==> src/rtl/tape_encoder.sv <==
// Unary-addition tape encoder: streams BLANK* A^a ADD A^b BLANK* symbols
// over a valid/ready handshake, one symbol per transfer.
module tape_encoder #(
    parameter int LEAD  = 6,
    parameter int TRAIL = 5
) (
    input  logic       clk,
    input  logic       rst,
    input  logic       start,
    input  logic [3:0] a_in,
    input  logic [3:0] b_in,
    output logic       busy,
    output logic [1:0] sym_out,
    output logic       sym_valid,
    input  logic       sym_ready,
    output logic [5:0] sym_count,
    output logic       done
);

    localparam logic [1:0] SYM_A     = 2'b00;
    localparam logic [1:0] SYM_ADD   = 2'b01;
    localparam logic [1:0] SYM_BLANK = 2'b10;

    typedef enum logic [2:0] {
        IDLE, LEADB, OPA, ADD, OPB, TRAILB, FIN
    } state_t;

    state_t     state;
    logic [3:0] a_r;
    logic [3:0] b_r;
    logic [3:0] cnt;
    logic       xfer;
    logic       last;

    assign xfer = sym_valid & sym_ready;
    assign last = (cnt == 4'd0);

    // cnt holds symbols remaining in the current state minus one
    always_ff @(posedge clk) begin
        if (rst) begin
            state     <= IDLE;
            a_r       <= '0;
            b_r       <= '0;
            cnt       <= '0;
            busy      <= 1'b0;
            sym_valid <= 1'b0;
            sym_out   <= SYM_BLANK;
            sym_count <= '0;
            done      <= 1'b0;
        end else begin
            if (xfer) begin
                sym_count <= sym_count + 6'd1;
                cnt       <= cnt - 4'd1;
            end
            unique case (state)
                IDLE: begin
                    if (start) begin
                        a_r       <= a_in;
                        b_r       <= b_in;
                        sym_count <= '0;
                        cnt       <= 4'(LEAD - 1);
                        busy      <= 1'b1;
                        sym_valid <= 1'b1;
                        sym_out   <= SYM_BLANK;
                        state     <= LEADB;
                    end
                end
                LEADB: begin
                    if (xfer && last) begin
                        if (a_r != 4'd0) begin
                            cnt     <= a_r - 4'd1;
                            sym_out <= SYM_A;
                            state   <= OPA;
                        end else begin
                            sym_out <= SYM_ADD;
                            state   <= ADD;
                        end
                    end
                end
                OPA: begin
                    if (xfer && last) begin
                        sym_out <= SYM_ADD;
                        state   <= ADD;
                    end
                end
                ADD: begin
                    if (xfer) begin
                        if (b_r != 4'd0) begin
                            cnt     <= b_r - 4'd1;
                            sym_out <= SYM_A;
                            state   <= OPB;
                        end else begin
                            cnt     <= 4'(TRAIL - 1);
                            sym_out <= SYM_BLANK;
                            state   <= TRAILB;
                        end
                    end
                end
                OPB: begin
                    if (xfer && last) begin
                        cnt     <= 4'(TRAIL - 1);
                        sym_out <= SYM_BLANK;
                        state   <= TRAILB;
                    end
                end
                TRAILB: begin
                    if (xfer && last) begin
                        sym_valid <= 1'b0;
                        sym_out   <= SYM_BLANK;
                        done      <= 1'b1;
                        state     <= FIN;
                    end
                end
                FIN: begin
                    done  <= 1'b0;
                    busy  <= 1'b0;
                    state <= IDLE;
                end
                default: begin
                    busy      <= 1'b0;
                    sym_valid <= 1'b0;
                    sym_out   <= SYM_BLANK;
                    done      <= 1'b0;
                    state     <= IDLE;
                end
            endcase
        end
    end

endmodule

==> config.mk <==
export PLATFORM = sky130hd
export DESIGN_NAME = tape_encoder
export DESIGN_NICKNAME = d
export VERILOG_FILES = /design/src/rtl/tape_encoder.sv
export SDC_FILE = /design/constraint.sdc
export NUM_CORES = 1
export LEC_CHECK = 0
export ABC_AREA = 1
export CORE_MARGIN = 3
export CORE_UTILIZATION = 40
export CTS_CLUSTER_DIAMETER = 30
export DETAILED_ROUTE_END_ITERATION = 10
export HOLD_SLACK_MARGIN = 0.1
export PLACE_DENSITY_LB_ADDON = 0.08
export SETUP_SLACK_MARGIN = 0.4
export SLEW_MARGIN = 20
export SYNTH_ARGS = -nofsm -noshare
export SYNTH_HDL_FRONTEND = slang
export SYNTH_SLANG_ARGS = --single-unit
==> constraint.sdc <==
create_clock -name clk -period 3 [get_ports clk]
set_clock_uncertainty 0.15 [all_clocks]
set_input_delay 0.3 -clock clk [delete_from_list [all_inputs] [get_ports clk]]
set_output_delay 0.3 -clock clk [all_outputs]
set_load 0.03 [all_outputs]
==> reports/metrics.yaml <==
status: "finished clean"
numCtsBuffers: 3
synth-xor-area-share_pct: 3.37
route.detailed.drc: 0
syn_avg_cell_area_sq_um: 6.94
final_common_cell: "nand2_1"
crit_chain: "inv_1, ha_1, nand2_1, nor2_1, nand2_1, nand2_1, o21ai_1, nor2_2, nand2_1, nand2_1, nand3_1"
crit_required_ps: 3000
fmax_mhz: 539
gr-usage-all-layers_pct: 15.9
grtUsageMet1_pct: 24.1
layout_setup_ws_ps: 1150
core.rowCount: 22
grt_pass1_wl_microns: 5700
cp.depth: 11
cp.arrival_ps: 1850
dieWidth_microns: 68.5
pwr-share-comb_pct: 40.7
cpMaxStageDelayCell: "dfxtp_1"
core_sq_um: 3720
switching_share_pct: 39.0
synth_top_family_by_area: "simple AND/OR/NAND/NOR gates"
postCtsSetupRepairBufs: 0
power_density_nw_per_um2: 594
num-fill-cells: 387
ys_ff_latch: 26
path_buf_inv: 1
yosysSeqAreaShare_pct: 33.3
viasPerCell: 4.78
die_y_microns: 68.5
grt_max_degree: 20
antenna_found_initial: 0
dp_hpwl_microns: 2600
grt_util_met2_pct: 22.6
htree_levels: 1
antenna_left: 0
ff2ff_path_depth: 11
hold_violations: 0
synth_compound_area_share_pct: 14.5
p_clk_share_pct: 20.6
syn_inst: 225
place.port_buffers: 22
clk_latency_ps: 270
synth_cell_type_count: 30
cts_resized: 0
crit_fanout: 6
synth_simple_gate_area_share_pct: 33.3
intPower_uw: 680
cts.sinks: 26
register_area_sq_um: 520
gr-total-overflow: 0
fin_nets: 266
critical_path_class: "flop to flop"
rsz0062_at_grt: "no"
multi_input_area_sq_um: 875
grt_pass1_vias: 1230
cp-start-kind: "flop"
tightest_slew_ps: 398
leakage_uw: 0.000818
antenna_cells: 0
vias: 1411
dr.pass1.iters: 4
io_pins: 23
p_seq_share_pct: 38.7
clkTransAtPathRegs_ps: 90
power.switching_uw: 434
ctsHoldBuffers: 0
drv_slew: 0
reg2reg_to: "sym_out[1]"
drt_iter0_markers: 207
dp_slack_ps: 872
initial_core_util_pct: 42.0
finalSetupTns_ps: 0
design.die.area_sq_um: 4690
slew_headroom_pct: 73.4
post_drt_wl_per_cell_microns: 11.2
drive_above_1_share_pct: 10.5
syn_area_sq_um: 1560
hold_path_class: "flop to flop"
cpMostUsedCell: "nand2_1"
crit_family: "simple AND/OR/NAND/NOR gates"
synthMuxAreaShare_pct: 0
timing.rr.start: "cnt[1]"
reg2reg_slack_ps: 1150
clock_path_buffers: 2
cpPeakStageDelay_ps: 320
layout_min_cycle_time_ps: 1850
ir_worst_vdd_mv: 0.252
syn-num-nets: 243
grt.met3_usage_pct: 2.46
yosysWarnings: 0
cp-endpoint: "sym_out[1]"
layout_common_cells: "43 x nand2_1, 30 x inv_1, 26 x dfxtp_1"
cts_tree: "done"
fin_crit_sh_pct: 61.8
areaGrowthSynthToFinish_pct: 20.1
gp_congestion: 0.842
setup_violations: 0
end_kind: "flop"
setup.worst_path.start: "cnt[1]"
synth_fa_ha_area_share_pct: 4.81
root_buffer: "clkbuf_8"
drv_cap: 0
routed_wl_microns: 3300
busiest_layer: "met1"
power groups by stage:
stage	Combinational [uW]	Sequential (uW)	Clock, uW
finish	454	431	229
global route	516	438	250
CTS	457	431	238
detailed placement	455	438	0
global placement	459	440	0
floorplan	322	462	0
registers in the layout, summed over array words and instances (netlist names):
register,count
b_r,4
sym_count,6
cnt,4
state,3
a_r,4
sym_out,2
busy,1
sym_valid,1
done,1
worst min-delay path, cell delays in order, from the launching register on:
cell,delay [ps]
dfxtp_1,320
nand2_1,60
a21oi_1,50
final cells by class:
cell class	count	share of cell area (%)
clock buffer	4	2.94
sequential	26	27.8
multi-input combinational	158	46.6
timing repair buffer	23	12.1
tap	48	3.20
inverter	36	7.34
through the flow:
step	util (%)	hold slack, ps	total power (uW)	instance area [sq um]	instances
3_3_place_gp	49.0	308	899	1820	291
4_1_cts	50.5	326	1130	1880	295
5_1_grt	50.5	361	1200	1880	295
2_1_floorplan	-	303	784	1560	225
6_report	50.5	322	1110	1880	295
3_5_place_dp	49.0	309	893	1820	291
cell families after synthesis:
kind of cell	after synthesis
fa+ha+maj	6
compound gates	43
simple gates	103
buf+inv	41
xor+xnor	6
flops	26
synth_stat cells, drive strengths merged:
cell / number / share of area (%)
nand2: 50 / 14
inv: 36 / 8.8
dfxtp: 26 / 33
o21ai: 21 / 6.7
nand3: 19 / 6.1
nor2: 19 / 7.2
a21oi: 18 / 5.8
ha: 6 / 4.8
xor2: 5 / 2.8
nand4: 4 / 1.6
nor3: 4 / 1.3
buf: 3 / 1.4
nor3b: 3 / 1.4
and3: 2 / 0.80
clkbuf: 2 / 0.48
o2111ai: 2 / 1.1
a31oi: 1 / 0.40
and2: 1 / 0.40
o211ai: 1 / 0.48
or2: 1 / 0.40
xnor2: 1 / 0.56
how the worst min path moves through the flow:
stage / end / startpoint / slack [ps] / cells after the start
after floorplan: b_r[1] / b_r[1] / 300 / 2
after global placement: done / done / 310 / 2
after detailed placement: busy / busy / 310 / 2
after CTS: busy / busy / 330 / 2
after global routing: done / done / 360 / 2
final: done / done / 320 / 2
layer usage:
metal | up-vias | wire length, microns
met4 | 0 | 39
met2 | 25 | 1370
met5 | - | 0
met1 | 606 | 1770
li1 | 775 | -
met3 | 5 | 127
Note: power is estimated with default switching activity, not from simulation.
==> variant 1, RTL diff (config.mk and constraints unchanged) <==
The parameter `LEAD` goes from 6 to 5.
--- a/src/rtl/tape_encoder.sv
+++ b/src/rtl/tape_encoder.sv
@@ -2,5 +2,5 @@
 // over a valid/ready handshake, one symbol per transfer.
 module tape_encoder #(
-    parameter int LEAD  = 6,
+    parameter int LEAD  = 5,
     parameter int TRAIL = 5
 ) (
Formal check against the unedited RTL: not equivalent (Yosys sat finds a counterexample within 10 cycles, from zero or initial values and one cycle with rst high).
==> variant 1 against the unedited design <==
  * Design area up 0.60%
  * Wire length down 0.51%
  * Global-route usage up 0.14 points
  * Sequential cell count unchanged
  * Setup slack better by 1.8 ps
  * Synthesized area up 0.64%
  * Non-clock buffer count unchanged
  * Power up 41%
  * Sequential share of layout area down 0.17 points
==> variant 1: results (changes against the unedited design) <==
Finished Layout Cells -> 298 (was 295)
GR Layer Usage met1 -> 21.5% (was 24.1%)
switching power total -> 683 uW (was 434 uW)
crit path max fanout -> 11 (was 6)
Initial DRC Count -> 73 (was 207)
post-synthesis xor/xnor area fraction -> 3.34% (was 3.37%)
Synth Area in Compound Gates -> 9.32% (was 14.5%)
post-synthesis sequential area ratio -> 33.1% (was 33.3%)
wl on met1 -> 1650 microns (was 1770 microns)
# placed instances -> 294 (was 291)
VDD IR max -> 0.371 mV (was 0.252 mV)
via/cell ratio -> 4.86 (was 4.78)
Post-Synth Adder-Cell Area -> 4.78% (was 4.81%)
layout cells sized above 1 -> 9.60% (was 10.5%)
Distinct cells, synth -> 27 (was 30)
vias in the first global route -> 1,282 (was 1,230)
comb pwr -> 775 uW (was 454 uW)
met3 Usage GRT -> 2.43% (was 2.46%)
Syn Inst Count -> 228 (was 225)
top cells by count, synth -> nand2_1 (45), inv_1 (31), nor2_1 (30) (was nand2_1 (43), inv_1 (30), dfxtp_1 (26))
P_seq -> 495 uW (was 431 uW)
run status -> finished, final reports clean (unchanged)
met2 WL post-DR -> 1410 microns (was 1370 microns)
met3 wire length -> 167 microns (was 127 microns)
DPL Wire Length -> 2470 microns (was 2600 microns)
Slew @ Worst Pin -> 453 ps (was 398 ps)
Worst Path Required -> 3070 ps (was 3000 ps)
global placement routability congestion -> 0.850 (was 0.842)
==> variant 1: cell count changes in the layout (fill, tap and decap cells not counted), sizes merged, moves of 2 or more <==
cell / unedited run / this run
nor2: 19 / 32
o21ai: 21 / 12
nor3: 4 / 7
a21oi: 18 / 16
and3: 2 / 0
nand3: 19 / 21
nand4: 4 / 6
o2111ai: 2 / 0
==> variant 1: cell type report <==
cell class / instances / area (sq um)
timing repair buffer: 23 / 228
sequential: 26 / 520
tap: 48 / 60.1
inverter: 35 / 134
multi-input combinational: 162 / 873
clock inverter: 1 / 30.0
fill: 393 / 1830
clock buffer: 3 / 41.3
==> variant 1: per-stage QoR <==
step           instance area (sq um)  setup slack [ps]  hold slack, ps  power [uW]  utilization [%]
2_1_floorplan                   1570              1390             219        1120                -
3_3_place_gp                    1820               914             298        1280             48.9
3_5_place_dp                    1820               844             306        1270             48.9
4_1_cts                         1890              1140             321        1580             50.8
5_1_grt                         1890               933             325        1710             50.8
6_report                        1890              1150             315        1570             50.8
==> variant 1: worst max-delay path, cell delays in order <==
cell and delay [ps]:
clkdlybuf4s50_1 480, nand2_2 150, inv_1 310, nand3_4 180, nand2_2 140, nand3_4 110, nand2_1 70, nand2_1 50
nor2_1 130
==> variant 1: logic make-up (layout without fill, tap and decap cells) <==
family                     Yosys count  in the layout
DFF                                 26             26
AOI/OAI and AO/OA                   29             29
adders and majority gates            6              6
xor gates and xnor gates             6              6
buffers and inverters               40             62
and+or+nand+nor                    121            121
==> variant 1: final timing paths <==
kind,startpoint,endpoint,slack (ps),cells past startpoint
setup / recovery,sym_ready,state[2],1150,9
hold / removal,done,done,320,2
setup reg to reg,sym_valid,state[2],1250,8
hold reg to reg,done,done,320,2
==> variant 2, RTL diff (same settings) <==
Without the edit above. Register the output `sym_count` once more; this adds one clock of latency there. The other outputs are not delayed to match.
--- a/src/rtl/tape_encoder.sv
+++ b/src/rtl/tape_encoder.sv
@@ -26,4 +26,6 @@
     } state_t;
 
+    logic [5:0] sym_count_s0;
+
     state_t     state;
     logic [3:0] a_r;
@@ -46,9 +48,9 @@
             sym_valid <= 1'b0;
             sym_out   <= SYM_BLANK;
-            sym_count <= '0;
+            sym_count_s0 <= '0;
             done      <= 1'b0;
         end else begin
             if (xfer) begin
-                sym_count <= sym_count + 6'd1;
+                sym_count_s0 <= sym_count_s0 + 6'd1;
                 cnt       <= cnt - 4'd1;
             end
@@ -58,5 +60,5 @@
                         a_r       <= a_in;
                         b_r       <= b_in;
-                        sym_count <= '0;
+                        sym_count_s0 <= '0;
                         cnt       <= 4'(LEAD - 1);
                         busy      <= 1'b1;
@@ -128,4 +130,8 @@
     end
 
+    always_ff @(posedge clk) begin
+        sym_count <= sym_count_s0;
+    end
+
 endmodule
 
Check against the original RTL: not equivalent (Yosys sat finds a counterexample within 4 cycles, from zero or initial values and one cycle with rst high).
==> variant 2 against the unedited design <==
  * First-iteration DRC count is 41% lower
  * Design area is 6.7% higher
  * Die area is 6.2% higher
  * Wire length rose by 5.2%
  * Global-route usage decreased by 0.62 points
  * Sequential share of layout area rose by 4.2 points
  * Setup slack gained 8.2 ps
  * Sequential cell count increased by 6
  * Power up 60%
  * Synthesized area rose by 6.8%
  * Combinational power is 76% higher
==> variant 2: results (changes against the unedited design) <==
Max H-tree Level -> 2 (was 1)
Internal -> 1040 uW (was 680 uW)
mapped cell area -> 1670 sq um (was 1560 sq um)
wire length of the first global-routing pass -> 5980 microns (was 5700 microns)
top cells by count, synth -> nand2_1 (47), dfxtp_1 (32), inv_1 (25) (was nand2_1 (43), inv_1 (30), dfxtp_1 (26))
Tot GR Track Use -> 15.2% (was 15.9%)
Initial DRC Count -> 123 (was 207)
largest cells by area after synthesis -> dfxtp_1 (38%), nand2_1 (11%), a21oi_1 (5.7%) (was dfxtp_1 (33%), nand2_1 (10%), inv_1 (7.2%))
Critical Path Slowest Stage Cell -> clkdlybuf4s50_1 (was dfxtp_1)
layout cells sized above 1 -> 10.0% (was 10.5%)
Synth Net Count -> 243 (unchanged)
met3 wire length -> 125 microns (was 127 microns)
clk slew on worst S/H paths -> 70 ps (was 90 ps)
VDD IR max -> 0.346 mV (was 0.252 mV)
clock latency on the worst-skew pair -> 290 ps (was 270 ps)
post-synthesis sequential area ratio -> 38.4% (was 33.3%)
crit path max fanout -> 4 (was 6)
run status -> finished, final reports clean (unchanged)
met2 WL post-DR -> 1390 microns (was 1370 microns)
Slew @ Worst Pin -> 460 ps (was 398 ps)
total CTS buffers -> 5 (was 3)
Filler Cells Inserted -> 410 (was 387)
vias in the first global route -> 1,309 (was 1,230)
max incr delay on CP -> 700 ps (was 320 ps)
CP delay by family, top -> buffers and inverters (was simple AND/OR/NAND/NOR gates)
Leak Pwr -> 0.000862 uW (was 0.000818 uW)
global placement routability congestion -> 0.826 (was 0.842)
Routed wire per std cell -> 11.7 microns (was 11.2 microns)
via/cell ratio -> 4.77 (was 4.78)
-- variant 2: logic make-up after synthesis --
group           synth area share, %
compound gates                 14.3
xor+xnor                       4.20
flops                          38.4
fa+ha+maj                      4.50
simple gates                   29.1
buf+inv                        9.53
-- variant 2: worst reg2reg max path: cells and delay by family (launching register included) --
kind	cells	cell delay, ps
buffers and inverters	1	140
DFF	1	490
and+or+nand+nor	5	920
-- variant 2: power groups by stage --
stage	Clock (uW)	Sequential, uW	Combinational (uW)
5_1_grt	433	597	911
2_1_floorplan	0	598	629
6_report	406	583	797
3_3_place_gp	0	591	797
4_1_cts	416	583	797
3_5_place_dp	0	592	790
-- variant 2: final timing paths --
| kind | startpoint | endpoint | slack (ps) | depth (start not counted) |
|---|---|---|---|---|
| hold / removal | sym_count_s0[5] | sym_count[5] | 210 | 0 |
| hold reg to reg | sym_count_s0[5] | sym_count[5] | 210 | 0 |
| setup / recovery | sym_valid | sym_valid | 1150 | 1 |
| setup reg to reg | state[0] | sym_count_s0[0] | 1220 | 6 |
-- variant 2: stage by stage --
stage	instances	hold WS, ps	area, sq um	setup slack [ps]
2_1_floorplan	225	199	1670	1350
3_3_place_gp	289	205	1890	965
3_5_place_dp	289	206	1890	939
4_1_cts	297	216	2000	1140
5_1_grt	297	218	2000	1030
6_report	297	213	2000	1150
-- variant 2: cell type report --
cell class              instances  share of cell area, %
repair buffers                 22                   11.0
clock inverters                 2                   1.75
flip-flops and latches         32                   32.0
well taps                      48                   3.00
clock buffers                   6                   3.62
inverters                      28                   5.25
multi-input cells             159                   43.4
-- variant 2: metal layers --
| metal | vias to the layer above | track usage (%) |
|---|---|---|
| met5 | - | 0 |
| met4 | 0 | 8.14 |
| met3 | 8 | 3.41 |
| met2 | 21 | 21.0 |
| met1 | 615 | 22.0 |
| li1 | 772 | - |
